**config.mk**
```make
export PLATFORM = sky130hd
export DESIGN_NAME = pipe_stage_reg
export DESIGN_NICKNAME = d
export VERILOG_FILES = /design/src/rtl/pipe_pkg.sv /design/src/rtl/pipe_skid_buf.sv /design/src/rtl/pipe_stage_reg.sv
export SDC_FILE = /design/constraint.sdc
export NUM_CORES = 1
export LEC_CHECK = 0
export BUFFER_PORTS_ARGS = -buffer_cell sky130_fd_sc_hd__buf_4
export CORE_ASPECT_RATIO = 1.1
export CORE_MARGIN = 3
export CORE_UTILIZATION = 46
export CTS_CLUSTER_DIAMETER = 80
export DETAILED_ROUTE_END_ITERATION = 6
export PLACE_DENSITY = 0.87
export SLEW_MARGIN = 30
export SYNTH_ARGS = -nofsm -noshare
export SYNTH_HDL_FRONTEND = slang
export SYNTH_SLANG_ARGS = --single-unit
```
**constraint.sdc**
```tcl
create_clock -name clk -period 2.2 [get_ports clk]
set_input_delay 0 -clock clk [delete_from_list [all_inputs] [get_ports clk]]
set_output_delay 0 -clock clk [all_outputs]
set_load 0.02 [all_outputs]
```
**src/rtl/pipe_pkg.sv**
```systemverilog
// Shared EX/MEM pipeline definitions: control-field layout and default widths.
package pipe_pkg;

   localparam int DEF_DATA_W = 32;
   localparam int DEF_CTRL_W = 8;
   localparam int DEF_CNT_W  = 16;

   // Bit positions of the EX/MEM control fields inside the packed ctrl word.
   localparam int MEM_READ_POS   = 0;
   localparam int MEM_WRITE_POS  = 1;
   localparam int REG_WRITE_POS  = 2;
   localparam int MEM_TO_REG_POS = 3;
   localparam int MEM_TO_REG_W   = 2;
   localparam int LW_LB_POS      = 5;
   localparam int CTRL_USED_W    = 6;

   typedef struct packed {
      logic [DEF_CTRL_W-CTRL_USED_W-1:0] spare;
      logic                              lw_lb;
      logic [MEM_TO_REG_W-1:0]           mem_to_reg;
      logic                              reg_write;
      logic                              mem_write;
      logic                              mem_read;
   } ex_mem_ctrl_t;

   function automatic ex_mem_ctrl_t unpack_ctrl(input logic [DEF_CTRL_W-1:0] raw);
      return ex_mem_ctrl_t'(raw);
   endfunction

endpackage

```
**src/rtl/pipe_skid_buf.sv**
```systemverilog
// One-entry skid register holding a beat accepted while the output is stalled.
module pipe_skid_buf
   import pipe_pkg::*;
#(
   parameter int DATA_W = DEF_DATA_W,
   parameter int CTRL_W = DEF_CTRL_W
) (
   input  logic              clk,
   input  logic              reset_n,
   input  logic              load,
   input  logic              unload,
   input  logic              clear,
   input  logic [CTRL_W-1:0] in_ctrl,
   input  logic [DATA_W-1:0] in_data,
   output logic              valid,
   output logic [CTRL_W-1:0] ctrl,
   output logic [DATA_W-1:0] data
);

   // clear only drops the valid bit; contents are dead once invalid.
   always_ff @(posedge clk or negedge reset_n) begin
      if (!reset_n) begin
         valid <= 1'b0;
         ctrl  <= '0;
         data  <= '0;
      end else if (clear) begin
         valid <= 1'b0;
      end else if (load) begin
         valid <= 1'b1;
         ctrl  <= in_ctrl;
         data  <= in_data;
      end else if (unload) begin
         valid <= 1'b0;
      end
   end

endmodule

```
**src/rtl/pipe_stage_reg.sv**
```systemverilog
// EX/MEM valid/ready pipeline register with flush and saturating stall counter.
// Define PIPE_SKID_EN to add a one-entry skid buffer and a registered in_ready.
module pipe_stage_reg
   import pipe_pkg::*;
#(
   parameter int DATA_W = DEF_DATA_W,
   parameter int CTRL_W = DEF_CTRL_W,
   parameter int CNT_W  = DEF_CNT_W
) (
   input  logic              clk,
   input  logic              reset_n,
   input  logic              in_valid,
   output logic              in_ready,
   input  logic [CTRL_W-1:0] in_ctrl,
   input  logic [DATA_W-1:0] in_data,
   input  logic              flush,
   output logic              out_valid,
   input  logic              out_ready,
   output logic [CTRL_W-1:0] out_ctrl,
   output logic [DATA_W-1:0] out_data,
   output logic [CNT_W-1:0]  stall_cnt
);

   logic              accept;
   logic              load_out;
   logic [CTRL_W-1:0] src_ctrl;
   logic [DATA_W-1:0] src_data;

`ifdef PIPE_SKID_EN
   logic              skid_valid;
   logic [CTRL_W-1:0] skid_ctrl;
   logic [DATA_W-1:0] skid_data;
   logic              skid_load;
   logic              take_skid;

   // in_ready depends only on skid state, so out_ready never reaches it.
   assign in_ready  = ~skid_valid;
   assign accept    = in_valid & in_ready & ~flush;
   assign skid_load = accept & out_valid & ~out_ready;
   assign take_skid = out_valid & out_ready & skid_valid;
   assign load_out  = take_skid | (accept & ~skid_load);
   assign src_ctrl  = skid_valid ? skid_ctrl : in_ctrl;
   assign src_data  = skid_valid ? skid_data : in_data;

   pipe_skid_buf #(
      .DATA_W (DATA_W),
      .CTRL_W (CTRL_W)
   ) u_skid (
      .clk     (clk),
      .reset_n (reset_n),
      .load    (skid_load),
      .unload  (take_skid),
      .clear   (flush),
      .in_ctrl (in_ctrl),
      .in_data (in_data),
      .valid   (skid_valid),
      .ctrl    (skid_ctrl),
      .data    (skid_data)
   );
`else
   // A flush cycle never advertises room; the presented beat is dropped.
   assign in_ready = (out_ready | ~out_valid) & ~flush;
   assign accept   = in_valid & in_ready;
   assign load_out = accept;
   assign src_ctrl = in_ctrl;
   assign src_data = in_data;
`endif

   // Payload is left untouched on flush/drain; only control bits are killed.
   always_ff @(posedge clk or negedge reset_n) begin
      if (!reset_n) begin
         out_valid <= 1'b0;
         out_ctrl  <= '0;
         out_data  <= '0;
      end else if (flush) begin
         out_valid <= 1'b0;
         out_ctrl  <= '0;
      end else if (load_out) begin
         out_valid <= 1'b1;
         out_ctrl  <= src_ctrl;
         out_data  <= src_data;
      end else if (out_valid && out_ready) begin
         out_valid <= 1'b0;
         out_ctrl  <= '0;
      end
   end

   always_ff @(posedge clk or negedge reset_n) begin
      if (!reset_n)
         stall_cnt <= '0;
      else if (out_valid && !out_ready && (stall_cnt != '1))
         stall_cnt <= stall_cnt + CNT_W'(1);
   end

endmodule

```
# After elaboration in Yosys (flattened, before gate mapping)
# Cells that the tools add are included.
[word_totals]
ff_bits = 57
latchBits = 0
ramBits = 0
mem_bits_ro = 0
output_inout_bits = 58
word_cells = 23
n_memories = 0
[op_classes]
n_addsub = 1
n_mul = 0
div = 0
order_cmp = 0
n_eq_ne = 1
shifts = 0
mux = 6
bitwise_logic = 5
n_reduce_logical = 6
[ops]
columns = ["cell", "n"]
rows = [
  ["8-bit two-way mux", 3],
  ["16-bit by 1-bit adder with 16-bit output (second input constant)", 1],
  ["16-bit != test (second input constant)", 1],
  ["1-bit logical AND", 3],
  ["1-bit two-way mux", 3],
  ["3-bit nonzero test", 1],
  ["1-bit bitwise AND", 2],
  ["1-bit inverter", 2],
  ["2-bit AND reduction", 1],
  ["1-bit zero test", 1],
  ["1-bit OR", 1],
]

# Longest topological paths before layout
# Gate-level depths: netlist (run 1).
[depth]
word_depth = 6
mapped_depth = 6

# Least setup slack after synthesis (run 1)
# Ideal clock, no wire load.
[synth_timing]
kind = "register to register"
start = "register out_valid"
end = "register out_data[0]"
arrival_ns = 1.773
slack_ns = 0.303
path_stages_with_launch = 7
path_cell_list = "dfrtp_1 nor2b_1 nor2_1 and2_1 clkbuf_1 buf_2 mux2_2"
[synth_between]
elab_chain_cells = 5
[synth_lines]
columns = ["item", "line_no", "source"]
rows = [
  ["start, declared", "pipe_stage_reg.sv:17", "output logic out_valid,"],
  ["start signal, assigned", "pipe_stage_reg.sv:72", "out_valid <= 1'b0;"],
  ["start signal, assigned", "pipe_stage_reg.sv:76", "out_valid <= 1'b0;"],
  ["start signal, assigned", "pipe_stage_reg.sv:79", "out_valid <= 1'b1;"],
  ["1-bit inverter", "pipe_stage_reg.sv:62", "assign in_ready = (out_ready | ~out_valid) & ~flush;"],
  ["1-bit OR", "pipe_stage_reg.sv:62", ""],
  ["1-bit bitwise AND", "pipe_stage_reg.sv:62", ""],
  ["named net in_ready", "pipe_stage_reg.sv:13", "output logic in_ready,"],
  ["1-bit bitwise AND", "pipe_stage_reg.sv:63", "assign accept = in_valid & in_ready;"],
  ["2-bit AND reduction (no source line)", "n/a", ""],
  ["end signal, assigned", "pipe_stage_reg.sv:81", "out_data <= src_data;"],
  ["end, declared", "pipe_stage_reg.sv:20", "output logic [DATA_W-1:0] out_data,"],
]
# The timed path passes the listed nets, and every way through them passes these cells.
# A chain may end at the register's enable or synchronous reset.

# Worst setup path in the final report (run 1)
[layout_timing]
start = "register stall_cnt[0]"
end = "register stall_cnt[1]"
[layout_between]
elab_chain_cells = 2
elab_cells_between_ends = 3
[layout_lines]
columns = ["item", "line_no", "source"]
rows = [
  ["start, declared", "pipe_stage_reg.sv:21", "output logic [CNT_W-1:0] stall_cnt"],
  ["start signal, assigned", "pipe_stage_reg.sv:92", "stall_cnt <= stall_cnt + CNT_W'(1);"],
  ["branches (longest 2 deep; another with 16-bit by 1-bit adder with 16-bit output)", "n/a", ""],
]
# Parallel ways; which one is timed is not known.

==> results.txt, run 1 <==
The sequential-to-total area share from yosys stat came out at 61.6%. Entering global routing, the biggest net connects 58 pins. The portion of total power attributed to sequential cells is 44.4%.

The clock slew seen by the registers of the worst setup and hold paths came out at ~60 ps. Synthesis produced a netlist with a net count of 212. After synthesis the cells add up to about 2300 µm². The total routed wirelength came out at ~6 mm. The net switching share of the total power is 30.6%. The worst-case setup slack after placement came out at between 300 and 400 ps. In this run the tool buffered the top-level ports with about 100 buffer cells.

The violation count after the first detailed-routing iteration is slightly above 80. Along the worst path, the maximum fanout reaches 7. The post-synthesis cell type with the largest combined area is sky130_fd_sc_hd__dfrtp_1. The number of global-route vias before repair came to a little under 2000. The async set or reset register ratio after synthesis came out at 100%. The critical path startpoint category is a flop. The count of boundary I/O pins is roughly 100. The die extent in x came out at approximately 74 µm.

The count of antenna-violating nets left after detailed routing is 0. The switching power came out at roughly 0.93 mW. The post-synthesis to final-layout area growth came out at 62.2%. The leakage power figure is ~1.9 nW. The number of filler cells placed in the layout came out at approximately 290.

Clock skew on the completed layout was measured at between 5 and 6 ps. The die outline height is between 80 and 90 µm. The count of cell types in the netlist is 27. The worst setup path is captured at a flop. The slew at the pin closest to its max-slew limit came out at 692 ps. The headroom to the max-slew limit came out at between 50% and 60%. The total track usage came out at between 20% and 30%. The average via count per standard cell is ~5.0. The final count of hold timing violations is 0. The total non-filler cell area in the finished layout came out at about 3800 µm².

The final setup violation count came out at 0. The HPWL after detailed placement is 3.56 mm. The residual overflow from global routing came out at 0. At the later pin of the worst-skew pair, clock insertion delay measures ~320 ps.

TritonCTS built the clock tree. The number of placement rows is 26. The internal cell power came out at roughly 2.1 mW. No sink is reached through more buffers than the 2 on the longest clock path. Traced cell by cell, the critical path runs through ha_1, nand4_1, nor4b_4, nor2b_2, mux2_4. The arrival time reported for the critical path endpoint came out at approximately 2100 ps.

The first global-routing pass estimated about 9.4 mm of wire. The number of nets in the layout is 364. Once placement finished, the instance area stood at about 3100 µm². The share of the synthesized area in the top cell type came out at roughly 62%. The tightest min-delay check is of the in2reg type. The number of warnings issued by yosys came out at 0. The timing-limited maximum frequency came out at between 500 and 600 MHz.

TritonCTS created 9 clock buffers. The first TritonRoute pass finished after 4 iterations. The flow ran to the end, and the final reports show no timing, DRC or antenna violations. The floorplan step defined a die boundary enclosing around 6000 µm². The maximum vdd ir drop came out at around 0.00063 V. The initial antenna violation count came to 0. The proportion of layout cells with a drive suffix above 1 came out at 47.7%. The tree is rooted in a sky130_fd_sc_hd__clkbuf_8. The sum of internal, switching and leakage power is 3.03 mW. Dividing total power by cell area gives a power density of 807 nW/µm². The required time of the critical path came out at around 2400 ps. The routed via count is between 1500 and 2000. Combinational logic is responsible for 27.5% of the overall power. The DRC violation count after routing came out at 0. The multi-input combinational cells in the finished layout cover a total of roughly 860 µm². Setup repair after global routing left no endpoint under its margin. The highest-delay cell along the critical path is sky130_fd_sc_hd__nor4b_4.

The final max-slew violation count is 0. The synthesized design contains 0 enable-type register cells. The aggregate negative setup slack is 0 ps.

Once the floorplan was initialized, standard cells occupied 48.7% of the core. For this run, the slowest stage of the critical path takes approximately 500 ps. The post-detailed-route wirelength per cell came out at about 16 µm. After synthesis the netlist holds a flip-flop and latch count of 57. The clock drives 57 sinks. By area the synthesized netlist is led by sky130_fd_sc_hd__dfrtp_1 62%, sky130_fd_sc_hd__mux2_2 16%, sky130_fd_sc_hd__xor2_1 4.5%. Across the run, the number of max-cap violations was 0. The core footprint is 4750 µm².

The kind of critical path is reg2reg. The cell family contributing the most delay on the critical path is simple AND/OR/NAND/NOR gates. The part of the total power dissipated in the clock network is between 20 and 30%. Measured on the finished design, the core utilization comes to 79.0%. In the synthesized netlist the dominant register cell turns out to be sky130_fd_sc_hd__dfrtp_1. The number of diodes is 0. The number of buffers and inverters on the critical path came out at 0.

The average cell area after synthesis is roughly 14 µm². The share of the clock period used by the worst path after layout is a little under nine tenths. Counting every instance in the synthesized netlist gives 166. Subtracting the final worst setup slack from the clock period gives between 1500 and 2000 ps. The H-tree depth reported by CTS is 3. The routability congestion estimate came out at approximately 0.79. The register area is 1430 µm². Setup slack closes at 307 ps. The number of buffers inserted to repair setup after CTS came out at 0.
[cells in the final DEF, fill, tap and decap left out, types with 2 or more instances in the layout]
master,n
sky130_fd_sc_hd__a22o_1,8
sky130_fd_sc_hd__and3_1,3
sky130_fd_sc_hd__buf_4,103
sky130_fd_sc_hd__clkbuf_1,2
sky130_fd_sc_hd__clkbuf_8,11
sky130_fd_sc_hd__clkinv_2,3
sky130_fd_sc_hd__dfrtp_1,57
sky130_fd_sc_hd__dlygate4sd3_1,43
sky130_fd_sc_hd__mux2_2,32
sky130_fd_sc_hd__nand2_1,9
sky130_fd_sc_hd__nand4_1,5
sky130_fd_sc_hd__nor2_1,12
sky130_fd_sc_hd__nor3_1,4
sky130_fd_sc_hd__o21ai_0,2
sky130_fd_sc_hd__xnor2_1,2
sky130_fd_sc_hd__xor2_1,12
[power by group through the flow]
| stage | Sequential [mW] | Clock, mW | Combinational [mW] |
|---|---|---|---|
| finish | 1.34 | 0.849 | 0.834 |
| global route | 1.37 | 0.921 | 0.890 |
| CTS | 1.33 | 0.862 | 0.832 |
| detailed placement | 1.35 | 0 | 0.765 |
| global placement | 1.34 | 0 | 0.755 |
| floorplan | 1.52 | 0 | 0.198 |
[worst register-to-register path: stages, from the launching register on]
cell                      delay, ps
sky130_fd_sc_hd__dfrtp_1        410
sky130_fd_sc_hd__ha_1           240
sky130_fd_sc_hd__nand4_1        210
sky130_fd_sc_hd__nor4b_4        500
sky130_fd_sc_hd__nor2b_2        110
sky130_fd_sc_hd__mux2_4         310
[kinds of logic (layout without fill, tap and decap cells)]
family | Yosys count | count (layout) | share of synthesized area (%)
and+or+nand+nor | 44 | 44 | 11.2
AOI/OAI and AO/OA | 11 | 11 | 3.84
xor gates and xnor gates | 14 | 14 | 5.30
buffers and inverters | 6 | 163 | 1.24
muxes | 33 | 33 | 16.2
DFF | 57 | 57 | 61.6
adders and majority gates | 1 | 1 | 0.540
[registers in the layout, indices dropped and copies added, names as in the netlist]
register	cells
out_data	32
out_valid	1
stall_cnt	16
out_ctrl	8
[synthesized netlist by cell type (2+ instances only)]
library cell,instances
sky130_fd_sc_hd__dfrtp_1,57
sky130_fd_sc_hd__mux2_2,32
sky130_fd_sc_hd__nor2_1,12
sky130_fd_sc_hd__xor2_1,12
sky130_fd_sc_hd__nand2_1,9
sky130_fd_sc_hd__a22o_1,8
sky130_fd_sc_hd__buf_2,5
sky130_fd_sc_hd__nand4_1,5
sky130_fd_sc_hd__nor3_1,4
sky130_fd_sc_hd__and3_1,3
sky130_fd_sc_hd__o21ai_0,2
sky130_fd_sc_hd__xnor2_1,2
[metal layers]
metal	wire, µm	GRT usage, %
met5	0	0
met4	50	7.07
met2	3210	37.9
met1	2390	24.9
met3	371	4.26
[path summary, 6_finish.rpt]
check                             start            to  slack [ps]  depth (start not counted)
setup / recovery           stall_cnt[0]  stall_cnt[1]         310                          5
hold / removal                out_ready  stall_cnt[5]         240                          5
setup reg to reg           stall_cnt[0]  stall_cnt[1]         310                          5
hold reg to reg            stall_cnt[7]  stall_cnt[7]         490                          1
max in group asynchronous       reset_n  out_data[19]        1460                          2
min in group asynchronous       reset_n  out_data[22]         290                          2
[through the flow]
stage,instances,hold WS (ps)
6_report,379,242
3_3_place_gp,320,89.0
4_1_cts,379,237
5_1_grt,379,270
3_5_place_dp,320,102
2_1_floorplan,166,-296
[cell type report]
cell class,instances,share of cell area [%]
repair buffers,147,32.6
clock buffers,13,4.23
flip-flops and latches,57,38.0
clock inverters,3,0.400
well taps,56,1.87
multi-input cells,103,22.9
[timing repair]
item                      CTS  global route
hold buffers               43             0
hold endpoints to repair   98             0
resized for setup           0             0
Note: power is estimated with default switching activity, not from simulation.
==> inputs of run 2 (changes only) <==
- ABC_AREA: unset -> 1
- CORE_UTILIZATION: 46 -> 49
- PLACE_DENSITY: 0.87 -> 0.89
==> run 2 against run 1 <==
Effect of this change:
- largest power group unchanged
- largest cell class unchanged
- hold slack got worse by 230 ps
- critical endpoint is now in_ready
- via count increased by 56%
- clock power decreased by 2%
- clock skew decreased by 0.96 ps
- total power increased by 4.2%
- cell count increased by 47%
- fmax increased by 1.8%
- critical path depth unchanged
==> results.txt, run 2 <==
The run finished with clean final reports. For this design the static power due to leakage is roughly 2.1 nW. The count of instances resized after the clock tree is built is 0. For this run, the number of Yosys warnings is 0. Of the total synthesized cell area, the portion taken by AND, OR, NAND and NOR gates is about a third.

The number of buffers inserted by port buffering came out at 102. The source-to-sink clock delay at the later pin of the worst-skew pair is between 300 and 400 ps. The violation count after the first detailed-routing iteration came out at a little over 300.

The net switching share of the total power is a little over a third. The analysis attributes to net switching a power of 1.11 mW. The timing-limited maximum frequency is roughly 540 MHz. For the final routed database, the setup TNS stands at 0 ps.

Sequential cells were found to cover between 50 and 60% of the synthesized design area. Once the floorplan was initialized, standard cells occupied between 50 and 60% of the core. Counting buffers and inverters, the worst setup path is 5 cells deep. The repair_antennas step left the layout with diodes totalling 0. The total track usage came out at 29.0%.

In this run the horizontal extent of the chip is about 77 µm. Measured against its own limit, the worst slew margin works out to approximately 52%. In the synthesized netlist the dominant register cell turns out to be sky130_fd_sc_hd__dfrtp_1. The startpoint identified for the worst register-to-register timing path is out_valid. The register-to-register path setup slack came out at roughly 500 ps. Counting stages on the worst path, the most repeated cell is sky130_fd_sc_hd__buf_4. In this run the most critical hold path is launched from flush. The dominant cell by count in the synthesized netlist is sky130_fd_sc_hd__nand2_1. The post-synthesis to final-layout area growth came out at 51.5%. In the final layout, the registers with the most flip-flops are out_data: 32 flops, stall_cnt: 16 flops, out_ctrl: 8 flops. The signal on the critical path passes through nand2_4, inv_1, nor2_2, buf_4, buf_4. The part of the total power dissipated in the clock network came out at about a quarter. The power per cell area came out at 774 nW/µm².

The library cells used most frequently in the layout, excluding fill and tap cells, are 122 x sky130_fd_sc_hd__nand2_1, 105 x sky130_fd_sc_hd__buf_4, 57 x sky130_fd_sc_hd__dfrtp_1, 54 x sky130_fd_sc_hd__nand3_1, 41 x sky130_fd_sc_hd__dlygate4sd3_1. The number of enable flip-flop cells after synthesis came out at 0. The total nets after synthesis came out at 383. The slowest stage of the critical path is the sky130_fd_sc_hd__dfrtp_1 cell.

A synthesized cell averages around 8.0 µm². The register bit count reported by yosys came out at between 50 and 60. The end of the worst register-to-register path is out_data[29]. The worst path in the final design needs a cycle of approximately 1900 ps, including I/O delays and setup. The arrival time reported for the critical path endpoint came out at ~1900 ps. The worst setup path is launched from a flop. The largest net degree at the start of global routing came out at 58.

The number of flip-flops under the largest register name came out at 32. The compound-cell area share of the yosys netlist came out at approximately 4.2%. The number of global-route vias before repair is around 3100. In this run, distinct cell masters in the synthesized netlist total 21.

The layout has just over 300 filler cells. The overall die area is 6420 µm². After synthesis, the largest family of logic cells by area is simple AND/OR/NAND/NOR gates. The number of buffers inserted during clock tree synthesis is 9. The worst hold path depth is 4. Counting cells, the worst reg-to-reg path comes to 6. The routability congestion estimate is ~0.83. The count of max-cap constraint violations came out at 0. The type of element capturing the critical path is an output pin. The tree is rooted in a sky130_fd_sc_hd__clkbuf_8.

The async set or reset register ratio after synthesis came out at 100%. The maximum number of buffers from clock root to sink came out at 2. The DRC violation count after routing is 0. By startpoint and endpoint, the worst setup path is classified as reg2out.

After synthesis, the cell types taking the most area are sky130_fd_sc_hd__dfrtp_1 53%, sky130_fd_sc_hd__nand2_1 17%, sky130_fd_sc_hd__nand3_1 10%. Data on the critical path is required at its endpoint by ~2200 ps. The routed via count came out at around 3000. The final count of hold timing violations was 0. After synthesis, the most frequently instantiated cells are 122 x sky130_fd_sc_hd__nand2_1, 57 x sky130_fd_sc_hd__dfrtp_1, 54 x sky130_fd_sc_hd__nand3_1, 30 x sky130_fd_sc_hd__inv_1, 19 x sky130_fd_sc_hd__nor2_1. The min-delay analysis places its worst path in the category in2reg. The register area is ~1400 µm². Setup repair after global routing left no endpoint under its margin. The post-detailed-route wirelength per cell came out at about 16 µm. The part of the total power dissipated in combinational logic is a little under a third. The half-perimeter wire length after detailed placement came out at around 5.0 mm. The count of antenna-violating nets left after detailed routing is 0. Of all cell types, the one taking the most synthesized area is sky130_fd_sc_hd__dfrtp_1.

TritonCTS built the clock tree. The cell family contributing the most delay on the critical path is buffers and inverters. The final max-slew violation count was 0. The fraction of synthesized area in multiplexers is 0%.

The internal cell power came out at 2.04 mW. The proportion of layout cells with a drive suffix above 1 came out at roughly 28%. The number of standard cells after synthesis is around 340. The H-tree depth reported by CTS is 3. After detailed routing, the number of vias per cell comes to 5.34. The register with the most flip-flops in the final layout is out_data. Setup violations remaining at the end of the flow were counted as 0. During I/O placement, the number of pins put on the boundary was a little over 100. The wire length of the first global-routing pass is 14.6 mm. The number of buffers and inverters on the critical path is 3. The number of buffers inserted to repair setup after CTS came out at 0. The residual overflow from global routing is 0. The post-route clock skew came out at roughly 4.5 ps. The synthesized netlist occupies a cell area of around 2700 µm². The portion of total power attributed to sequential cells came out at a little over two fifths. The worst min-delay path endpoint is out_ctrl[1]. The share of the clock period used by the worst path after layout is between 80% and 90%. The core footprint came out at between 5000 and 6000 µm². The most common cell after layout, fill and taps aside is sky130_fd_sc_hd__nand2_1. The number of placement rows came out at 27.

The total routed wirelength is ~9 mm. The clock sink total came out at 57. The maximum vdd ir drop is 0.000584 V. The clock slew seen by the registers of the worst setup and hold paths is around 60 ps. The initial antenna violation count came out at 0.

In the final layout, the multi-input gates occupy ~1100 µm². The worst-case setup slack after placement is between 500 and 600 ps. The fraction of synthesized cell area in xor and xnor cells came out at 1.95%.

Summing the areas of all fa, ha and maj instances in the mapped netlist gives less than 1% of the synthesized area. In this run the vertical extent of the chip is 83.7 µm. The slew at the pin closest to its max-slew limit came out at roughly 700 ps. After the last flow step, the layout net total stands at 527. The largest driver fanout on the critical path came out at 33. The largest single stage delay on the critical path is 430 ps. The minimum setup slack in the final design came out at about 340 ps. In this run the biggest area consumer among cell types represents 53.0% of the synthesized area. The first detailed-routing pass ran for 5 iterations.
-- run 2: metal layers --
layer / track usage [%] / share of wire, % / vias to the layer above
met1: 32.3 / 37 / 1420
met3: 7.02 / 7.9 / 40
met5: 0 / 0 / -
met2: 49.8 / 51 / 160
met4: 17.0 / 4.2 / 0
li1: - / - / 1354
-- run 2: timing repair --
item                       4_1_cts  5_1_grt
hold endpoints to repair        97        0
hold buffers                    41        0
setup endpoints to repair        0        0
-- run 2: logic make-up after synthesis --
group,count (synthesis)
flip-flops,57
AO/OA/AOI/OAI,19
buffers and inverters,43
AND/OR/NAND/NOR,211
adder cells (fa/ha/maj),1
XOR/XNOR,6
-- run 2: worst max-delay path by stage --
stage / from / to / slack (ps)
2_1_floorplan: stall_cnt[0] / stall_cnt[14] / 650
3_3_place_gp: stall_cnt[0] / stall_cnt[11] / 600
3_5_place_dp: stall_cnt[0] / stall_cnt[9] / 540
4_1_cts: out_valid / in_ready / 340
5_1_grt: out_valid / in_ready / 240
6_report: out_valid / in_ready / 340
-- run 2: per-stage QoR --
step	util (%)	power [mW]	area, µm²	hold WS (ps)	std cells
6_report	78.9	3.15	4080	17.0	557
5_1_grt	78.9	3.30	4080	54.1	557
4_1_cts	78.9	3.12	4080	23.9	557
3_5_place_dp	67.8	2.24	3500	101	501
3_3_place_gp	67.8	2.20	3500	96.8	501
2_1_floorplan	-	1.82	2690	-296	337
-- run 2: worst register-to-register path, cell delays in order, from the launching register on --
cell and delay [ps]:
sky130_fd_sc_hd__dfrtp_1 430, sky130_fd_sc_hd__nand2_4 120, sky130_fd_sc_hd__inv_1 80, sky130_fd_sc_hd__nor2_2 290, sky130_fd_sc_hd__buf_4 400, sky130_fd_sc_hd__nand3_1 200, sky130_fd_sc_hd__nand2_1 140
-- run 2: final cells by class --
type / instances / share of cell area, %
flip-flops and latches: 57 / 35.0
multi-input cells: 237 / 26.7
clock inverters: 4 / 0.491
repair buffers: 146 / 29.4
well taps: 72 / 2.21
clock buffers: 11 / 3.47
inverters: 30 / 2.76
-- run 2: power groups by stage --
stage	Combinational [mW]	Clock, mW	Sequential (mW)
global route	1.03	0.883	1.39
global placement	0.841	0	1.36
CTS	0.930	0.837	1.35
finish	0.954	0.836	1.37
detailed placement	0.871	0	1.37
floorplan	0.280	0	1.54
